--- src/rtl/toggle_handshake_rx.sv ---
// Responder side of a two-phase toggle handshake: captures data_in on each req flip, presents it valid/ready.
// Latency: req flip -> dout_valid after SYNC_STAGES+1 edges; ack_tgl flips on the accepting edge.
// Backpressure: dout holds while dout_ready is low; ack is withheld, which stalls the sender.
module toggle_handshake_rx #(
  parameter int DATA_W      = 8,
  parameter int SYNC_STAGES = 2,
  parameter int CNT_W       = 16
) (
  input  logic              clk,
  input  logic              rst,
  input  logic              req_tgl,
  input  logic [DATA_W-1:0] data_in,
  output logic              ack_tgl,
  output logic [DATA_W-1:0] dout,
  output logic              dout_valid,
  input  logic              dout_ready,
  output logic [CNT_W-1:0]  xfer_cnt,
  output logic              err_overrun
);

  localparam logic [0:0] ST_IDLE = 1'b0;
  localparam logic [0:0] ST_HOLD = 1'b1;

  logic [SYNC_STAGES-1:0] sync_q, sync_d;
  logic                   req_prev_q, req_prev_d;
  logic                   ack_q, ack_d;
  logic [DATA_W-1:0]      dout_q, dout_d;
  logic                   dout_valid_q, dout_valid_d;
  logic [CNT_W-1:0]       xfer_cnt_q, xfer_cnt_d;
  logic                   err_q, err_d;
  logic [0:0]             state_q, state_d;

  logic req_s;
  logic pending;
  logic req_edge;
  logic accept;

  assign req_s    = sync_q[SYNC_STAGES-1];
  // A word is outstanding whenever the synchronised request parity disagrees with our ack.
  assign pending  = req_s ^ ack_q;
  assign req_edge = req_s ^ req_prev_q;
  assign accept   = (state_q == ST_HOLD) && dout_valid_q && dout_ready;

  // Next-state: synchroniser shift, capture in IDLE, release/ack in HOLD, overrun detection.
  always_comb begin
    sync_d       = {sync_q[SYNC_STAGES-2:0], req_tgl};
    req_prev_d   = req_s;
    ack_d        = ack_q;
    dout_d       = dout_q;
    dout_valid_d = dout_valid_q;
    xfer_cnt_d   = xfer_cnt_q;
    err_d        = err_q;
    state_d      = state_q;
    case (state_q)
      ST_IDLE: begin
        if (pending) begin
          dout_d       = data_in;
          dout_valid_d = 1'b1;
          state_d      = ST_HOLD;
        end
      end
      ST_HOLD: begin
        if (accept) begin
          dout_valid_d = 1'b0;
          ack_d        = ~ack_q;
          xfer_cnt_d   = xfer_cnt_q + CNT_W'(1);
          state_d      = ST_IDLE;
        end else if (req_edge) begin
          // Sender flipped again before we acked: the extra flip only folds into
          // parity, so the word it announced is lost. Flag it, keep the held word.
          err_d = 1'b1;
        end
      end
      default: state_d = ST_IDLE;
    endcase
  end

  // State registers; reset overrides every event, including a pending acceptance.
  always_ff @(posedge clk) begin
    if (rst) begin
      sync_q       <= '0;
      req_prev_q   <= 1'b0;
      ack_q        <= 1'b0;
      dout_q       <= '0;
      dout_valid_q <= 1'b0;
      xfer_cnt_q   <= '0;
      err_q        <= 1'b0;
      state_q      <= ST_IDLE;
    end else begin
      sync_q       <= sync_d;
      req_prev_q   <= req_prev_d;
      ack_q        <= ack_d;
      dout_q       <= dout_d;
      dout_valid_q <= dout_valid_d;
      xfer_cnt_q   <= xfer_cnt_d;
      err_q        <= err_d;
      state_q      <= state_d;
    end
  end

  assign ack_tgl     = ack_q;
  assign dout        = dout_q;
  assign dout_valid  = dout_valid_q;
  assign xfer_cnt    = xfer_cnt_q;
  assign err_overrun = err_q;

endmodule

--- config.mk ---
export PLATFORM = sky130hd
export DESIGN_NAME = toggle_handshake_rx
export DESIGN_NICKNAME = d
export VERILOG_FILES = /design/src/rtl/toggle_handshake_rx.sv
export SDC_FILE = /design/constraint.sdc
export NUM_CORES = 1
export LEC_CHECK = 0
export ABC_AREA = 1
export CAP_MARGIN = 10
export CORE_MARGIN = 2
export CORE_UTILIZATION = 40
export CTS_CLUSTER_SIZE = 24
export DETAILED_ROUTE_END_ITERATION = 16
export GPL_ROUTABILITY_DRIVEN = 0
export PLACE_DENSITY = 0.69
export SLEW_MARGIN = 20
export SYNTH_ARGS = -nofsm -noshare
export SYNTH_HDL_FRONTEND = slang
export SYNTH_SLANG_ARGS = --single-unit
--- constraint.sdc ---
create_clock -name clk -period 2.6 [get_ports clk]
set_input_delay 0.26 -clock clk [delete_from_list [all_inputs] [get_ports clk]]
set_output_delay 0.26 -clock clk [all_outputs]
set_load 0.02 [all_outputs]
# After elaboration in Yosys (flattened, before gate mapping)
# Index checks and enable logic that the tools add are counted.
[op_classes]
n_addsub = 1
eq_ne = 2
muxes = 6
n_bitwise = 5
n_reduce_logical = 6
[op_table]
columns = ["op", "n"]
rows = [
  ["adder 16 x 1 -> 16 bit (second input constant)", 1],
  ["AND reduction 2 bit", 3],
  ["two-way mux 1 bit", 4],
  ["case mux 1 bit (2 select lines)", 2],
  ["NOT 1 bit", 3],
  ["AND reduction 3 bit", 1],
  ["logical AND 1 bit", 2],
  ["inequality test 2 x 1 -> 1 bit (second input constant)", 1],
  ["inequality test 2 bit (second input constant)", 1],
  ["bitwise XOR 1 bit", 2],
]
[totals]
regBits = 31
input_bits = 12
output_inout_bits = 27
elab_cells = 28

# Longest topological paths before layout
[logic_depth]
ltp_word = 4
depth_mapped = 8
mapped_depth_nobuf = 8

# Least setup slack after synthesis
# Ideal clock, no wire load.
[synth_path]
kind = "register -> register"
startpoint = "register xfer_cnt_q[1] (netlist: xfer_cnt[1])"
endpoint = "register xfer_cnt_q[8] (netlist: xfer_cnt[8])"
setup_ps = 113
arrival_time_ps = 1245
t_required_ps = 2487
slack_ps = 1242
stages_incl_launch_ff = 7
synth_period_minus_slack_ps = 1358
path_cell_list = "dfxtp_1 > ha_1 > nand4_2 > nor2_4 > nand2_1 > o21ai_1 > nor2_1"
[synth_via]
elab_chain_len = 1
[synth_lines]
columns = ["element", "line_no", "source"]
rows = [
  ["start: declaration", "29", "logic [CNT_W-1:0] xfer_cnt_q, xfer_cnt_d;"],
  ["start signal: assignment", "95", "xfer_cnt_q <= xfer_cnt_d;"],
  ["adder 16 x 1 -> 16 bit", "66", "xfer_cnt_d = xfer_cnt_q + CNT_W'(1);"],
]
# Every way passes these cells.
# A chain may end at the register's enable or synchronous reset.

# Worst setup path after layout
[layout_path]
startpoint = "register xfer_cnt_q[6] (netlist: xfer_cnt[6])"
endpoint = "output port xfer_cnt[6]"
[layout_lines]
columns = ["element", "line_no", "source"]
rows = [
  ["end: declaration", "17", "output logic [CNT_W-1:0] xfer_cnt,"],
]
# No word-level cell between the ends.

==> impl_metrics.ini <==
[yosys]
syn_area_per_cell_um2 = 7.045
synthArstFlopShare = 0
ys_seq_area_frac = 0.4588
ys_types = 23
synth_edf_count = 0
yosys_warnings = 0
yosys-top-cells-count = 42 x nor2_1, 34 x nand2_1, 31 x dfxtp_1
syn-instance-count = 192
yosysTopAreaCellShare = 0.4588
synth_area_leaders = dfxtp_1 46%, nor2_1 12%, nand2_1 9.4%
synthesis.area_um2 = 1353
ys_seq_elements = 31
post-synth-top-count-cell = nor2_1
synth_fp_nets = 205
yosysTopAreaCell = dfxtp_1
synth_ff_type = dfxtp_1

[die]
start_util = 0.4118
ios = 39
die_x_um = 62.15
die_area_um2 = 3863
core-area_um2 = 3284
rows = 21
die_h_um = 62.15

[critical_path]
worstSetupStartpointType = register
cpMaxStageDelayCell = clkdlybuf4s50_1
cp_num_buf_inv = 1
worstPathCellList = clkdlybuf4s50_1
worstPathArrival_ns = 1.39
required_ns = 2.34
crit_type = register to output port
worstSetupEndpointType = output port
critical_path.max_fanout = 6
slowest_delay_ns = 0.64
crit_family = buffers and inverters

[pwr]
pwr-share-comb = 0.088
power.density_nw_per_um2 = 482.0
p_seq_frac = 0.554
p_int_mw = 0.6848
peakVddDrop_mv = 0.2127
p_clk_frac = 0.359
p_sw_frac = 0.2344
leakagePower_nw = 0.7502
switching_power_mw = 0.2096
finalPower_mw = 0.8944

[cts]
cts-root-buf = clkbuf_4
cts_hold_buffers = 0
cts.sinks = 31
cts.repair.resized = 0
cts_setup_buffers = 0
h-tree-depth = 2
cts_made_buffers = 5
clk_latency_ns = 0.33
clk_pin_slew_ns = 0.10
cts.path.max_buffers = 2
cts_tree = done

[sta]
fmax_mhz = 604.9
period_needed_ns = 1.653
finalCritPeriodShare = 0.6358
setup-tns-final_ns = 0
skew_ns = 0.007340
worst_slew_pin_slew_ns = 0.5789
hold_viol = 0
max_slew_margin = 0.6137
setup_viol = 0
rsz0062_at_grt = false
maxSlewViolCount = 0

[layout]
area_delta_synth_final_pct = 37.19
final_area_um2 = 1856
drive_above_1_share = 0.07627
nets = 248
diodes = 0
finalNonFillerCells = 282
finish.utilization = 0.5650

[route]
routed_wl_mm = 2.999
dr.first_iter.drc_count = 44
vias_per_cell = 4.532
ant_nets = 0
first_pass_iters = 4
wl_per_cell_um = 10.63
num_vias = 1278
drc_errors = 0

[place]
dp_cells = 274
dp_hpwl_mm = 2.142
port_buffers = 38
place_area_um2 = 1787

[run_status]
status = complete, no violations

[worst_hold_path]
hp-class = register to register

[global_routing]
grt.overflow.total = 0
track_usage = 0.1717
antenna_found_initial = 0
grt_max_degree = 22
grt_pass1_vias = 1157
grt_pass1_wl_mm = 5.278

[flow_run]
maxCapViolCount = 0
-- cells in the final DEF (no fill, tap or decap) --
| master | Yosys | final |
|---|---|---|
| xor2_1 | 1 | 1 |
| clkbuf_4 | 0 | 5 |
| o21ai_1 | 1 | 1 |
| nor3_1 | 5 | 5 |
| nor2_4 | 2 | 2 |
| dfxtp_1 | 31 | 31 |
| inv_1 | 25 | 25 |
| nand4_1 | 4 | 4 |
| o21ai_0 | 11 | 11 |
| nand3_1 | 10 | 10 |
| o21a_1 | 1 | 1 |
| nand2_1 | 34 | 34 |
| nor2_2 | 1 | 1 |
| ha_1 | 1 | 1 |
| a31oi_1 | 2 | 2 |
| nor2_1 | 42 | 42 |
| nor3_2 | 2 | 2 |
| o31ai_1 | 1 | 1 |
| clkdlybuf4s50_1 | 0 | 38 |
| clkbuf_1 | 2 | 1 |
| nand4_2 | 1 | 1 |
| clkbuf_8 | 0 | 2 |
| nand3_2 | 1 | 1 |
| a21oi_1 | 10 | 10 |
| buf_4 | 0 | 1 |
| inv_2 | 3 | 3 |
-- metal layers --
metal,vias up,share of wire,GRT usage
met5,-,0,0
li1,694,-,-
met1,548,0.48,0.2210
met2,29,0.45,0.2582
met3,7,0.051,0.06159
met4,0,0.017,0.07778
-- final cells by class --
cell class,count,area [um2]
clock buffers,8,68.82
fillers,322,1429
well taps,46,57.56
flip-flops and latches,31,620.6
repair buffers,39,387.9
inverters,28,105.1
multi-input cells,130,615.6
-- state kept, by name, indices dropped and copies added, names as in the netlist --
signal	cells
xfer_cnt	16
err_overrun	1
state_q	1
req_prev_q	1
sync_q	2
dout	8
dout_valid	1
ack_tgl	1
-- cell families (layout without fill, tap and decap cells) --
group	count (synthesis)	in the layout	synth area share
xor gates and xnor gates	1	1	0.006477
AOI/OAI and AO/OA	26	26	0.1018
buffers and inverters	31	75	0.08603
adders and majority gates	1	1	0.009249
and+or+nand+nor	102	102	0.3376
DFF	31	31	0.4588
-- path summary, 6_finish.rpt --
kind,endpoint,cells past startpoint,startpoint,slack [ns]
setup / recovery,xfer_cnt[6],1,xfer_cnt[6],0.95
hold / removal,sync_q[1],2,sync_q[0],0.41
setup reg to reg,xfer_cnt[8],6,xfer_cnt[1],1.15
hold reg to reg,sync_q[1],2,sync_q[0],0.41
-- power groups by stage --
stage / sequential, mW / combinational, mW / clock [mW]
after CTS: 0.495 / 0.0794 / 0.333
after global routing: 0.497 / 0.0855 / 0.354
after detailed placement: 0.506 / 0.0787 / 0
after floorplan: 0.516 / 0.0264 / 0
final: 0.495 / 0.0784 / 0.321
after global placement: 0.506 / 0.0786 / 0
-- per-stage QoR --
stage               hold WS, ns  setup WS (ns)
global route             0.4497         0.8791
finish                   0.4138         0.9469
CTS                      0.4164         0.9253
global placement         0.3887         0.9135
floorplan                0.3670          1.242
detailed placement       0.3999         0.9048
No activity file was read; power rests on OpenSTA's default activity.
